## src/rtl/eth_cmd_regs.sv

```systemverilog
// Transmit-side command register file: holds MAC/ARP/UDP frame parameters and issues send pulses.
// Optional combinational readback port enabled by defining CMD_READBACK_EN.
module eth_cmd_regs (
    input  logic        clk,
    input  logic        rst,
    input  logic [7:0]  i_cmd_addr,
    input  logic [31:0] i_cmd_data,
    input  logic        i_cmd_wr,
    output logic [47:0] o_dst_mac,
    output logic [47:0] o_src_mac,
    output logic [1:0]  o_operation,
    output logic [47:0] o_SHA,
    output logic [31:0] o_SPA,
    output logic [47:0] o_THA,
    output logic [31:0] o_TPA,
    output logic [31:0] o_src_ip,
    output logic [31:0] o_dst_ip,
    output logic [15:0] o_src_port,
    output logic [15:0] o_dst_port,
    output logic [15:0] o_udp_data_len,
    output logic [1:0]  o_send_packet
`ifdef CMD_READBACK_EN
    ,
    input  logic [7:0]  i_rd_addr,
    output logic [31:0] o_rd_data
`endif
);

    localparam logic [7:0] A_SEND    = 8'h02;
    localparam logic [7:0] A_DMAC_HI = 8'h04;
    localparam logic [7:0] A_DMAC_LO = 8'h05;
    localparam logic [7:0] A_SMAC_HI = 8'h06;
    localparam logic [7:0] A_SMAC_LO = 8'h07;
    localparam logic [7:0] A_OPER    = 8'h08;
    localparam logic [7:0] A_SHA_HI  = 8'h09;
    localparam logic [7:0] A_SHA_LO  = 8'h0A;
    localparam logic [7:0] A_SPA     = 8'h0B;
    localparam logic [7:0] A_THA_HI  = 8'h0C;
    localparam logic [7:0] A_THA_LO  = 8'h0D;
    localparam logic [7:0] A_TPA     = 8'h0E;
    localparam logic [7:0] A_SRC_IP  = 8'h10;
    localparam logic [7:0] A_DST_IP  = 8'h11;
    localparam logic [7:0] A_SPORT   = 8'h12;
    localparam logic [7:0] A_DPORT   = 8'h13;
    localparam logic [7:0] A_UDP_LEN = 8'h14;

    localparam logic [47:0] RST_DST_MAC = 48'h0C54A5312485;
    localparam logic [47:0] RST_SRC_MAC = 48'h0023543C471B;
    localparam logic [1:0]  RST_OPER    = 2'd1;
    localparam logic [31:0] RST_SRC_IP  = 32'h0A000064;
    localparam logic [31:0] RST_DST_IP  = 32'h0A000002;
    localparam logic [15:0] RST_SPORT   = 16'h1420;
    localparam logic [15:0] RST_DPORT   = 16'h0883;
    localparam logic [15:0] RST_UDP_LEN = 16'h0400;

    logic [47:0] dst_mac_q, dst_mac_d, src_mac_q, src_mac_d;
    logic [47:0] sha_q, sha_d, tha_q, tha_d;
    logic [31:0] spa_q, spa_d, tpa_q, tpa_d, src_ip_q, src_ip_d, dst_ip_q, dst_ip_d;
    logic [15:0] src_port_q, src_port_d, dst_port_q, dst_port_d, udp_len_q, udp_len_d;
    logic [1:0]  oper_q, oper_d, send_q, send_d;

    // Next-state decode of a single write; HI/LO writes only touch their own slice.
    always_comb begin
        dst_mac_d  = dst_mac_q;
        src_mac_d  = src_mac_q;
        oper_d     = oper_q;
        sha_d      = sha_q;
        spa_d      = spa_q;
        tha_d      = tha_q;
        tpa_d      = tpa_q;
        src_ip_d   = src_ip_q;
        dst_ip_d   = dst_ip_q;
        src_port_d = src_port_q;
        dst_port_d = dst_port_q;
        udp_len_d  = udp_len_q;
        send_d     = 2'b00;
        if (i_cmd_wr) begin
            case (i_cmd_addr)
                A_SEND: begin
                    case (i_cmd_data[1:0])
                        2'b01, 2'b10: send_d = i_cmd_data[1:0];
                        default:      send_d = 2'b00;
                    endcase
                end
                A_DMAC_HI: dst_mac_d[47:16] = i_cmd_data;
                A_DMAC_LO: dst_mac_d[15:0]  = i_cmd_data[15:0];
                A_SMAC_HI: src_mac_d[47:16] = i_cmd_data;
                A_SMAC_LO: src_mac_d[15:0]  = i_cmd_data[15:0];
                A_OPER:    oper_d           = i_cmd_data[1:0];
                A_SHA_HI:  sha_d[47:16]     = i_cmd_data;
                A_SHA_LO:  sha_d[15:0]      = i_cmd_data[15:0];
                A_SPA:     spa_d            = i_cmd_data;
                A_THA_HI:  tha_d[47:16]     = i_cmd_data;
                A_THA_LO:  tha_d[15:0]      = i_cmd_data[15:0];
                A_TPA:     tpa_d            = i_cmd_data;
                A_SRC_IP:  src_ip_d         = i_cmd_data;
                A_DST_IP:  dst_ip_d         = i_cmd_data;
                A_SPORT:   src_port_d       = i_cmd_data[15:0];
                A_DPORT:   dst_port_d       = i_cmd_data[15:0];
                A_UDP_LEN: udp_len_d        = i_cmd_data[15:0];
                default:   send_d           = 2'b00;
            endcase
        end else begin
            send_d = 2'b00;
        end
    end

    // Register state with synchronous reset to the default frame parameters.
    always_ff @(posedge clk) begin
        if (rst) begin
            dst_mac_q  <= RST_DST_MAC;
            src_mac_q  <= RST_SRC_MAC;
            oper_q     <= RST_OPER;
            sha_q      <= 48'h0;
            spa_q      <= 32'h0;
            tha_q      <= 48'h0;
            tpa_q      <= 32'h0;
            src_ip_q   <= RST_SRC_IP;
            dst_ip_q   <= RST_DST_IP;
            src_port_q <= RST_SPORT;
            dst_port_q <= RST_DPORT;
            udp_len_q  <= RST_UDP_LEN;
            send_q     <= 2'b00;
        end else begin
            dst_mac_q  <= dst_mac_d;
            src_mac_q  <= src_mac_d;
            oper_q     <= oper_d;
            sha_q      <= sha_d;
            spa_q      <= spa_d;
            tha_q      <= tha_d;
            tpa_q      <= tpa_d;
            src_ip_q   <= src_ip_d;
            dst_ip_q   <= dst_ip_d;
            src_port_q <= src_port_d;
            dst_port_q <= dst_port_d;
            udp_len_q  <= udp_len_d;
            send_q     <= send_d;
        end
    end

    assign o_dst_mac      = dst_mac_q;
    assign o_src_mac      = src_mac_q;
    assign o_operation    = oper_q;
    assign o_SHA          = sha_q;
    assign o_SPA          = spa_q;
    assign o_THA          = tha_q;
    assign o_TPA          = tpa_q;
    assign o_src_ip       = src_ip_q;
    assign o_dst_ip       = dst_ip_q;
    assign o_src_port     = src_port_q;
    assign o_dst_port     = dst_port_q;
    assign o_udp_data_len = udp_len_q;
    assign o_send_packet  = send_q;

`ifdef CMD_READBACK_EN
    // Combinational readback using the write map; SEND and holes read zero.
    always_comb begin
        o_rd_data = 32'h0;
        case (i_rd_addr)
            A_DMAC_HI: o_rd_data = dst_mac_q[47:16];
            A_DMAC_LO: o_rd_data = {16'h0, dst_mac_q[15:0]};
            A_SMAC_HI: o_rd_data = src_mac_q[47:16];
            A_SMAC_LO: o_rd_data = {16'h0, src_mac_q[15:0]};
            A_OPER:    o_rd_data = {30'h0, oper_q};
            A_SHA_HI:  o_rd_data = sha_q[47:16];
            A_SHA_LO:  o_rd_data = {16'h0, sha_q[15:0]};
            A_SPA:     o_rd_data = spa_q;
            A_THA_HI:  o_rd_data = tha_q[47:16];
            A_THA_LO:  o_rd_data = {16'h0, tha_q[15:0]};
            A_TPA:     o_rd_data = tpa_q;
            A_SRC_IP:  o_rd_data = src_ip_q;
            A_DST_IP:  o_rd_data = dst_ip_q;
            A_SPORT:   o_rd_data = {16'h0, src_port_q};
            A_DPORT:   o_rd_data = {16'h0, dst_port_q};
            A_UDP_LEN: o_rd_data = {16'h0, udp_len_q};
            default:   o_rd_data = 32'h0;
        endcase
    end
`endif

endmodule

```

## config.mk

```make
export PLATFORM = sky130hd
export DESIGN_NAME = eth_cmd_regs
export DESIGN_NICKNAME = d
export VERILOG_FILES = /design/src/rtl/eth_cmd_regs.sv
export SDC_FILE = /design/constraint.sdc
export NUM_CORES = 1
export LEC_CHECK = 0
export CORE_MARGIN = 5
export CORE_UTILIZATION = 40
export DETAILED_ROUTE_END_ITERATION = 10
export PLACE_DENSITY_LB_ADDON = 0.25
export REMOVE_ABC_BUFFERS = 1
export SYNTH_ARGS = -nofsm -noshare
export SYNTH_HDL_FRONTEND = slang
export SYNTH_SLANG_ARGS = --single-unit
export TNS_END_PERCENT = 30
```

## constraint.sdc

```tcl
create_clock -name clk -period 3 [get_ports clk]
set_clock_uncertainty 0.05 [all_clocks]
set_input_delay 0.6 -clock clk [delete_from_list [all_inputs] [get_ports clk]]
set_output_delay 0.6 -clock clk [all_outputs]
set_load 0.02 [all_outputs]
```

Word level (Yosys, flattened, before mapping)
Index checks and enable logic that the tools add are counted.
{ "op_classes": {"n_mul": 0, "n_reduce_logical": 18, "div_mod_pow": 0, "add_sub_neg": 0, "shifts": 0, "bitwise_logic": 3, "eq_ne": 19, "mux": 0, "n_lt_le_gt_ge": 0} }
{ "ops": {"columns": ["operator", "count"], "rows": [
  ["8-bit by 4-bit == test with 1-bit output, second input constant", 7],
  ["8-bit by 5-bit == test with 1-bit output, second input constant", 5],
  ["8-bit by 3-bit == test with 1-bit output, second input constant", 4],
  ["2-bit AND reduction", 16],
  ["8-bit by 2-bit == test with 1-bit output, second input constant", 1],
  ["4-bit OR reduction", 1],
  ["1-bit inverter", 3],
  ["2-bit by 1-bit == test with 1-bit output, second input constant", 1],
  ["2-bit == test, second input constant", 1],
  ["2-bit OR reduction", 1]
]} }
{ "word_totals": {"word_cells": 57, "ramBits": 0, "mem_bits_ro": 0, "latch_bits": 0, "n_memories": 0, "reg_bits": 372, "input_bits": 43} }

Logic depth before layout (Yosys ltp)
Gate-level depths: netlist of the first run.
{ "logic_depth": {"word_depth": 4, "depth_mapped": 7, "ltp_nobuf": 3} }

Worst setup path before layout of the first run
Ideal clock, no wire load.
{ "synth_timing": {"path_kind": "input -> register", "start": "input i_cmd_addr[2]", "end": "register src_mac_q[10], in the netlist o_src_mac[10]", "slack_ns": 1.072, "t_arrival_ns": 1.807, "setup_ns": 0.072, "n_path_buf": 4, "stages": 7, "t_required_ns": 2.878, "cell_sequence": "buf_4 nor2b_1 buf_2 and3_1 buf_2 buf_4 mux2i_1"} }
{ "synth_between": {"elab_chain_len": 2} }
{ "synth_rtl": {"columns": ["element", "line", "source"], "rows": [
  ["start, declared", "6", "input logic [7:0] i_cmd_addr,"],
  ["8-bit by 3-bit == test with 1-bit output", "78", "case (i_cmd_addr)"],
  ["2-bit AND reduction (no line)", null, null],
  ["end signal, assigned", "126", "src_mac_q <= src_mac_d;"],
  ["end, declared", "56", "logic [47:0] dst_mac_q, dst_mac_d, src_mac_q, src_mac_d;"]
]} }
Every way passes these cells.
A chain may end at the register's enable or synchronous reset.

Worst setup path in the final report of the first run
{ "layout_timing": {"start": "register dst_mac_q[13], in the netlist o_dst_mac[13]", "end": "output o_dst_mac[13]"} }
{ "layout_lines": {"columns": ["element", "line", "source"], "rows": [
  ["start, declared", "56", null],
  ["start signal, assigned", "125", "dst_mac_q <= dst_mac_d;"],
  ["end, declared", "9", "output logic [47:0] o_dst_mac,"]
]} }
No word-level cell between the ends.

==> results.sh, run 1 <==
export IMPL_min_to="o_src_mac[46]"
export IMPL_p_sw_w=0.002186
export IMPL_grt_pass1_vias=10900
export IMPL_synth_commonest_cells="dfxtp_1 (372), mux2i_1 (370), nand2b_1 (350), nor2_1 (78), clkbuf_1 (68)"
export IMPL_clockPowerShare_pct=47.8
export IMPL_arrival_ps=1570
export IMPL_start_kind="register"
export IMPL_r2r_slack_ps=2280
export IMPL_cts_htree_levels=2
export IMPL_core_area_sq_mm=0.03566
export IMPL_hold_violations=0
export IMPL_ctsLongestPathBuffers=3
export IMPL_routed_wl_mm=46.40
export IMPL_rsz0062_at_grt="no"
export IMPL_relSlewSlack_pct=49.80
export IMPL_synth_top_cell_area_share_pct=51.44
export IMPL_ys_warn_count=0
export IMPL_p_total_w=0.01025
export IMPL_max_cap_violations=0
export IMPL_synth_most_common_cell="dfxtp_1"
export IMPL_synth_cell_types=23
export IMPL_grt_pass1_wl_mm=69.77
export IMPL_combPwrFrac_pct=3.9
export IMPL_hold_path_startpoint="o_src_mac[46]"
export IMPL_layout_nets=1754
export IMPL_synthTopCellsByArea="dfxtp_1 (51%), mux2i_1 (26%), nand2b_1 (15%), nor2_1 (2.0%), clkbuf_1 (1.8%)"
export IMPL_worst_path_buf_inv=1
export IMPL_status="completed"
export IMPL_setup_tns_ps=0
export IMPL_area_delta_synth_final_pct=41.22
export IMPL_fmax_ghz=0.4495
export IMPL_drc=0
export IMPL_criticalPathCategory="reg -> out"
export IMPL_hold_depth=2
export IMPL_hold_buffers=0
export IMPL_cts_sinks=372
export IMPL_n_antenna_cell=0
export IMPL_ant_nets=0
export IMPL_drive_gt1_share_pct=6.998
export IMPL_clk_latency_ps=520
export IMPL_finalSetupViolations=0
export IMPL_final_max_slew_viol_count=0
export IMPL_place_hpwl_mm=32.50
export IMPL_synth_edf_count=0
export IMPL_via_per_inst=4.876
export IMPL_crit_path_end_kind="output port"
export IMPL_die_h_um=200.2
export IMPL_io_pins=415
export IMPL_rows=69
export IMPL_cp_max_fo=2
export IMPL_cts_buffers_inserted=41
export IMPL_cts_setup_buffers=0
export IMPL_hp_class="reg -> reg"
export IMPL_root_buffer="clkbuf_16"
export IMPL_crit_slowest_cell="clkdlybuf4s50_1"
export IMPL_start_util_pct=40.60
export IMPL_synthFlopType="dfxtp_1"
export IMPL_syn_inst=1320
export IMPL_gp_congestion=0.7818
export IMPL_post_route_period_util_pct=74.16
export IMPL_grt_overflow=0
export IMPL_path_delay_family="buffers and inverters"
export IMPL_drt_pass1_iter_count=5
export IMPL_first_iter_violations=389
export IMPL_cts_resized=0
export IMPL_syn_avg_cell_area_sq_um=10.97
export IMPL_antenna_found_initial=0
export IMPL_reg2reg_to="o_SPA[11]"
export IMPL_yosysTopAreaCell="dfxtp_1"
export IMPL_cts_tree="done"
export IMPL_intPower_w=0.008065
export IMPL_syn_area_sq_mm=0.01448
export IMPL_die_w_um=200.2
export IMPL_ys_ff_latch=372
export IMPL_switching_share_pct=21.32
export IMPL_portBuffers=414
export IMPL_seq_area_frac_synth_pct=51.44
export IMPL_worst_r2r_cell_count=2
export IMPL_clk_pin_slew_worst_paths_ps=60
export IMPL_power_density_mw_per_mm2=501.4
export IMPL_fin_crit_ps=2225
export IMPL_peakVddDrop_mv=0.4091
export IMPL_synth_async_sr_flop_share_pct=0
export IMPL_cp_cell_sequence="clkdlybuf4s50_1"
export IMPL_die_area_sq_mm=0.04010
export IMPL_grt_max_degree=113
export IMPL_worst_pin_slew_ps=753.0
export IMPL_globalRouteTotalUtil_pct=22.07
export IMPL_wl_per_cell_um=21.19
export IMPL_crit_required_ps=2350
export IMPL_vias=10680
export IMPL_rr_startpoint="o_SPA[11]"
export IMPL_pwr_share_seq_pct=48.3
export IMPL_power_leakage_nw=9.294
export IMPL_slowest_delay_ps=700
[power by group through the flow]
stage                     combinational (W)  sequential (W)  clock (W)
final                              0.000400         0.00495    0.00490
after global routing               0.000429         0.00495    0.00523
after CTS                          0.000405         0.00495    0.00502
after detailed placement           0.000404         0.00506          0
after global placement             0.000402         0.00506          0
after floorplan                    0.000164         0.00507          0
[cell usage in the layout (no fill, tap or decap), types with 2 or more instances in the layout]
master           synthesis  routed
clkbuf_8                 0       8
nand3_4                  1       3
mux2i_1                370     370
bufinv_16                0       2
nor2_1                  78      78
and3b_1                  2       2
nand3_1                  7       4
dfxtp_1                372     372
clkbuf_1                68       4
clkdlybuf4s50_1          0     413
clkinv_2                 0       2
nand3_2                  3       4
clkbuf_16                0      43
buf_4                    8      43
buf_12                   0       5
nor2b_1                  3       3
nor4_4                   2       2
nand4_4                  3       3
and3_1                   8       7
nand2b_1               350     350
and2_1                   2       2
[final cells by class]
type / instances / area [sq um]
Tap cell: 461 / 576.8
Multi-Input combinational cell: 834 / 6559
Timing Repair Buffer: 462 / 4572
Fill cell: 3092 / 15210
Clock buffer: 55 / 1201
Sequential cell: 372 / 7447
Clock inverter: 6 / 87.58
[state kept, by name, indices dropped and copies added, names as in the netlist]
name and count:
o_SHA 48, o_THA 48, o_dst_mac 48, o_src_mac 48, o_SPA 32, o_TPA 32, o_dst_ip 32, o_src_ip 32
o_dst_port 16, o_src_port 16, o_udp_data_len 16, o_operation 2, o_send_packet 2
[through the flow]
step                utilization (%)  cell area, sq um  setup slack, ps  instances  hold WS, ps
floorplan                         -             13970           -93.62       1206        495.3
global placement              53.72             19150            335.3       2129        407.5
detailed placement            53.72             19150            315.5       2129        410.1
CTS                           57.34             20440            723.2       2190        425.1
global route                  57.34             20440            697.6       2190        436.7
finish                        57.34             20440            775.1       2190        422.1
[cells by family (layout without fill, tap and decap cells)]
family | count (synthesis) | count (layout) | synth area share [%]
buffers and inverters | 114 | 523 | 3.466
xor gates and xnor gates | 1 | 1 | 0.06051
DFF | 372 | 372 | 51.44
muxes | 370 | 370 | 25.58
and+or+nand+nor | 463 | 463 | 19.45
[worst max-delay path by stage]
stage,from,to,cells past startpoint
after global routing,o_dst_mac[9],o_dst_mac[9],1
after detailed placement,i_cmd_addr[7],o_SPA[9],6
final,o_dst_mac[13],o_dst_mac[13],1
after CTS,o_dst_mac[9],o_dst_mac[9],1
after floorplan,i_cmd_addr[4],o_SHA[16],3
after global placement,i_cmd_addr[7],o_SPA[15],6
[layer usage]
layer	GRT usage [%]	share of wire [%]	routed length [um]
met4	7.057	2.9	1366
met3	6.096	6.4	2955
met1	27.42	43	19960
met2	37.37	48	22120
met5	0	0	0
No activity file was read; power rests on OpenSTA's default activity.
==> inputs of run 2 (changes only) <==
- clock period: 3 -> 2.1 ns (I/O delays scaled with it)
==> results.sh, run 2 (synthesized netlist as in run 1, its figures left out) <==
export IMPL_status="completed"
export IMPL_final_cell_mix="clkdlybuf4s50_1 (413), dfxtp_1 (372), mux2i_1 (370)"
export IMPL_routed_wl_mm=45.40
export IMPL_criticalPathCategory="reg -> out"
export IMPL_final_max_slew_viol_count=0
export IMPL_start_util_pct=40.60
export IMPL_ctsLongestPathBuffers=3
export IMPL_worst_pin_slew_ps=636.7
export IMPL_via_per_inst=4.835
export IMPL_grt_pass1_wl_mm=69.45
export IMPL_setup_tns_ps=0
export IMPL_finalInstanceArea_sq_mm=0.02101
export IMPL_crit_slowest_cell="clkdlybuf4s50_1"
export IMPL_core_area_sq_mm=0.03566
export IMPL_first_iter_violations=331
export IMPL_cp_max_fo=2
export IMPL_hp_class="in -> reg"
export IMPL_ant_nets=0
export IMPL_globalRouteTotalUtil_pct=21.67
export IMPL_antenna_found_initial=1
export IMPL_hold_violations=0
export IMPL_finalSetupViolations=0
export IMPL_hold_buffers=0
export IMPL_root_buffer="clkbuf_16"
export IMPL_area_delta_synth_final_pct=45.10
export IMPL_path_delay_family="buffers and inverters"
export IMPL_die_w_um=200.2
export IMPL_gp_congestion=0.8039
export IMPL_portBuffers=414
export IMPL_p_total_w=0.01482
export IMPL_fill_cells=3023
export IMPL_wl_per_cell_um=20.35
export IMPL_drt_pass1_iter_count=4
export IMPL_arrival_ps=1550
export IMPL_start_kind="register"
export IMPL_grt_pass1_vias=11260
export IMPL_io_pins=415
export IMPL_multi_input_area_sq_mm=0.006559
export IMPL_cts_setup_buffers=0
export IMPL_slowest_delay_ps=640
export IMPL_layout_commonest_cell="clkdlybuf4s50_1"
export IMPL_crit_path_end_kind="output port"
export IMPL_power_leakage_nw=9.582
export IMPL_dpl_cell_area_sq_mm=0.01966
export IMPL_max_cap_violations=0
export IMPL_drive_gt1_share_pct=8.870
export IMPL_fmax_ghz=0.4945
export IMPL_layout_nets=1784
export IMPL_clk_pin_slew_worst_paths_ps=60
export IMPL_finalNonFillerCells=2231
export IMPL_relSlewSlack_pct=57.55
export IMPL_die_h_um=200.2
export IMPL_worst_path_buf_inv=1
export IMPL_grt_overflow=0
export IMPL_post_route_util_pct=58.91
export IMPL_cts_sinks=372
export IMPL_cts_buffers_inserted=40
export IMPL_cp_cell_sequence="clkdlybuf4s50_1"
export IMPL_cts_tree="done"
export IMPL_crit_required_ps=1630
export IMPL_peakVddDrop_mv=0.5337
export IMPL_vias=10790
export IMPL_clk_latency_ps=500
export IMPL_place_inst=2160
export IMPL_post_route_period_util_pct=96.30
export IMPL_cts_htree_levels=2
export IMPL_fin_crit_ps=2022
export IMPL_drc=0
export IMPL_n_antenna_cell=0
export IMPL_power_density_mw_per_mm2=705.3
export IMPL_die_area_sq_mm=0.04010
export IMPL_cts_resized=0
export IMPL_place_hpwl_mm=32.34
export IMPL_seq_area_sq_mm=0.007447
export IMPL_rows=69
export IMPL_rsz0062_at_grt="no"
export IMPL_grt_max_degree=57
## run 2: worst paths after layout
check	from	end	slack, ps	depth (start not counted)
worst max-delay path	o_src_mac[8]	o_src_mac[8]	80	1
worst min-delay path	rst	o_src_mac[18]	350	3
worst max register to register	o_src_mac[8]	o_src_mac[8]	1380	2
worst min register to register	o_src_mac[46]	o_src_mac[46]	420	2
## run 2: routing by layer
layer / global-route usage (%) / routed length [um] / vias up
met5: 0 / 13 / -
met1: 26.57 / 19080 / 5220
met2: 36.92 / 21770 / 316
met4: 6.221 / 1322 / 2
li1: - / - / 5179
met3: 6.743 / 3212 / 70
## run 2: area by class of cell
class,count,share of cell area (%)
clock buffers,58,5.569
multi-input cells,834,31.22
well taps,461,2.746
clock inverters,13,0.8220
repair buffers,493,24.18
flip-flops and latches,372,35.45
## run 2: power by group
part | internal [W] | total [W] | switching [W] | leakage, nW
logic | 0.000290 | 0.000616 | 0.000326 | 5.93
registers | 0.00707 | 0.00707 | 0.00000511 | 3.00
clock network | 0.00436 | 0.00713 | 0.00277 | 0.654
## run 2: stage by stage
step / setup slack, ps / hold slack [ps]
floorplan: -813.6 / 491.7
global route: 47.64 / 366.9
CTS: 59.47 / 335.3
detailed placement: -132.3 / 412.8
finish: 77.68 / 346.2
global placement: -104.5 / 407.3
==> inputs of run 3 (changes only) <==
- PLACE_DENSITY: unset -> 0.69
- PLACE_DENSITY_LB_ADDON: 0.25 -> unset
==> results.sh, run 3 (synthesized netlist as in run 1, its figures left out) <==
export IMPL_cts_sinks=372
export IMPL_root_buffer="clkbuf_16"
export IMPL_hold_violations=0
export IMPL_power_density_mw_per_mm2=697.7
export IMPL_crit_required_ps=1630
export IMPL_slowest_delay_ps=670
export IMPL_hp_class="in -> reg"
export IMPL_grt_pass1_wl_mm=69.56
export IMPL_drive_gt1_share_pct=9.029
export IMPL_gp_congestion=0.8074
export IMPL_layout_commonest_cell="clkdlybuf4s50_1"
export IMPL_r2r_slack_ps=1390
export IMPL_layout_nets=1785
export IMPL_max_cap_violations=0
export IMPL_drc=0
export IMPL_fmax_ghz=0.4951
export IMPL_ctsLongestPathBuffers=3
export IMPL_pwr_share_seq_pct=48.2
export IMPL_setup_tns_ps=0
export IMPL_worst_path_buf_inv=1
export IMPL_post_route_period_util_pct=96.17
export IMPL_crit_slowest_cell="clkdlybuf4s50_1"
export IMPL_core_area_sq_mm=0.03566
export IMPL_wl_per_cell_um=20.53
export IMPL_cts_htree_levels=2
export IMPL_cts_setup_buffers=0
export IMPL_cts_tree="done"
export IMPL_cts_buffers_inserted=41
export IMPL_finalInstanceArea_sq_mm=0.02104
export IMPL_ant_nets=0
export IMPL_arrival_ps=1550
export IMPL_post_route_util_pct=59.01
export IMPL_die_h_um=200.2
export IMPL_cp_cell_sequence="clkdlybuf4s50_1"
export IMPL_intPower_w=0.01155
export IMPL_hold_slack_ps=380.3
export IMPL_first_iter_violations=324
export IMPL_clk_pin_slew_worst_paths_ps=60
export IMPL_cts_resized=0
export IMPL_via_per_inst=4.848
export IMPL_io_pins=415
export IMPL_clk_latency_ps=510
export IMPL_final_cell_mix="clkdlybuf4s50_1 (413), dfxtp_1 (372), mux2i_1 (370)"
export IMPL_portBuffers=414
export IMPL_p_sw_w=0.003129
export IMPL_routed_wl_mm=45.96
export IMPL_relSlewSlack_pct=59.20
export IMPL_power_leakage_nw=9.602
export IMPL_combPwrFrac_pct=4.2
export IMPL_vias=10850
export IMPL_hold_buffers=0
export IMPL_grt_max_degree=81
export IMPL_final_max_slew_viol_count=0
export IMPL_place_ws_ps=-142.9
export IMPL_grt_pass1_vias=11250
export IMPL_rows=69
export IMPL_worst_pin_slew_ps=612.0
export IMPL_start_util_pct=40.60
export IMPL_path_delay_family="buffers and inverters"
export IMPL_start_kind="register"
export IMPL_fin_ws_ps=80.36
export IMPL_place_hpwl_mm=32.54
export IMPL_drt_pass1_iter_count=5
export IMPL_die_w_um=200.2
export IMPL_globalRouteTotalUtil_pct=21.87
export IMPL_status="completed"
export IMPL_clockPowerShare_pct=47.7
export IMPL_dpl_cell_area_sq_mm=0.01969
export IMPL_finalSetupViolations=0
export IMPL_fin_crit_ps=2020
export IMPL_antenna_found_initial=8
export IMPL_crit_path_end_kind="output port"
export IMPL_rsz0062_at_grt="no"
export IMPL_criticalPathCategory="reg -> out"
export IMPL_grt_overflow=0
export IMPL_die_area_sq_mm=0.04010
export IMPL_area_delta_synth_final_pct=45.33
export IMPL_cp_max_fo=2
export IMPL_switching_share_pct=21.31
export IMPL_peakVddDrop_mv=0.5101
==> run 3: power by group through the flow <==
stage / sequential (W) / clock [W] / combinational (W)
floorplan: 0.00724 / 0 / 0.000235
global placement: 0.00723 / 0 / 0.000613
detailed placement: 0.00723 / 0 / 0.000613
CTS: 0.00707 / 0.00717 / 0.000617
global route: 0.00707 / 0.00748 / 0.000657
finish: 0.00707 / 0.00700 / 0.000610
==> run 3: final cells by class <==
class                      instances  area (sq um)
fill                            3042         14620
sequential                       372          7447
multi-input combinational        834          6559
timing repair buffer             493          5105
clock buffer                      64          1285
tap                              461         576.8
clock inverter                     9         51.30
antenna                            6         15.01
==> run 3: worst paths after layout <==
check	startpoint	to	cells after the start
worst max-delay path	o_src_mac[28]	o_src_mac[28]	1
worst min-delay path	rst	o_dst_mac[34]	3
worst max register to register	o_SPA[31]	o_SPA[31]	2
worst min register to register	o_SHA[8]	o_SHA[8]	2
==> run 3: tightest hold or removal path, stage by stage <==
cell     delay (ps)
buf_8           220
nor2_1          150
mux2i_1          70
==> run 3: per-stage QoR <==
step	std cells	power, W
2_1_floorplan	1206	0.007471
5_1_grt	2239	0.01520
4_1_cts	2233	0.01486
6_report	2239	0.01468
3_5_place_dp	2160	0.007839
3_3_place_gp	2160	0.007839
==> run 3: layer usage <==
| metal | GRT usage, % | wire, um | vias up |
|---|---|---|---|
| met3 | 5.644 | 2612 | 99 |
| met2 | 36.79 | 21830 | 313 |
| met1 | 26.75 | 19590 | 5236 |
| met5 | 0 | 35 | - |
| li1 | - | - | 5202 |
| met4 | 9.147 | 1899 | 4 |
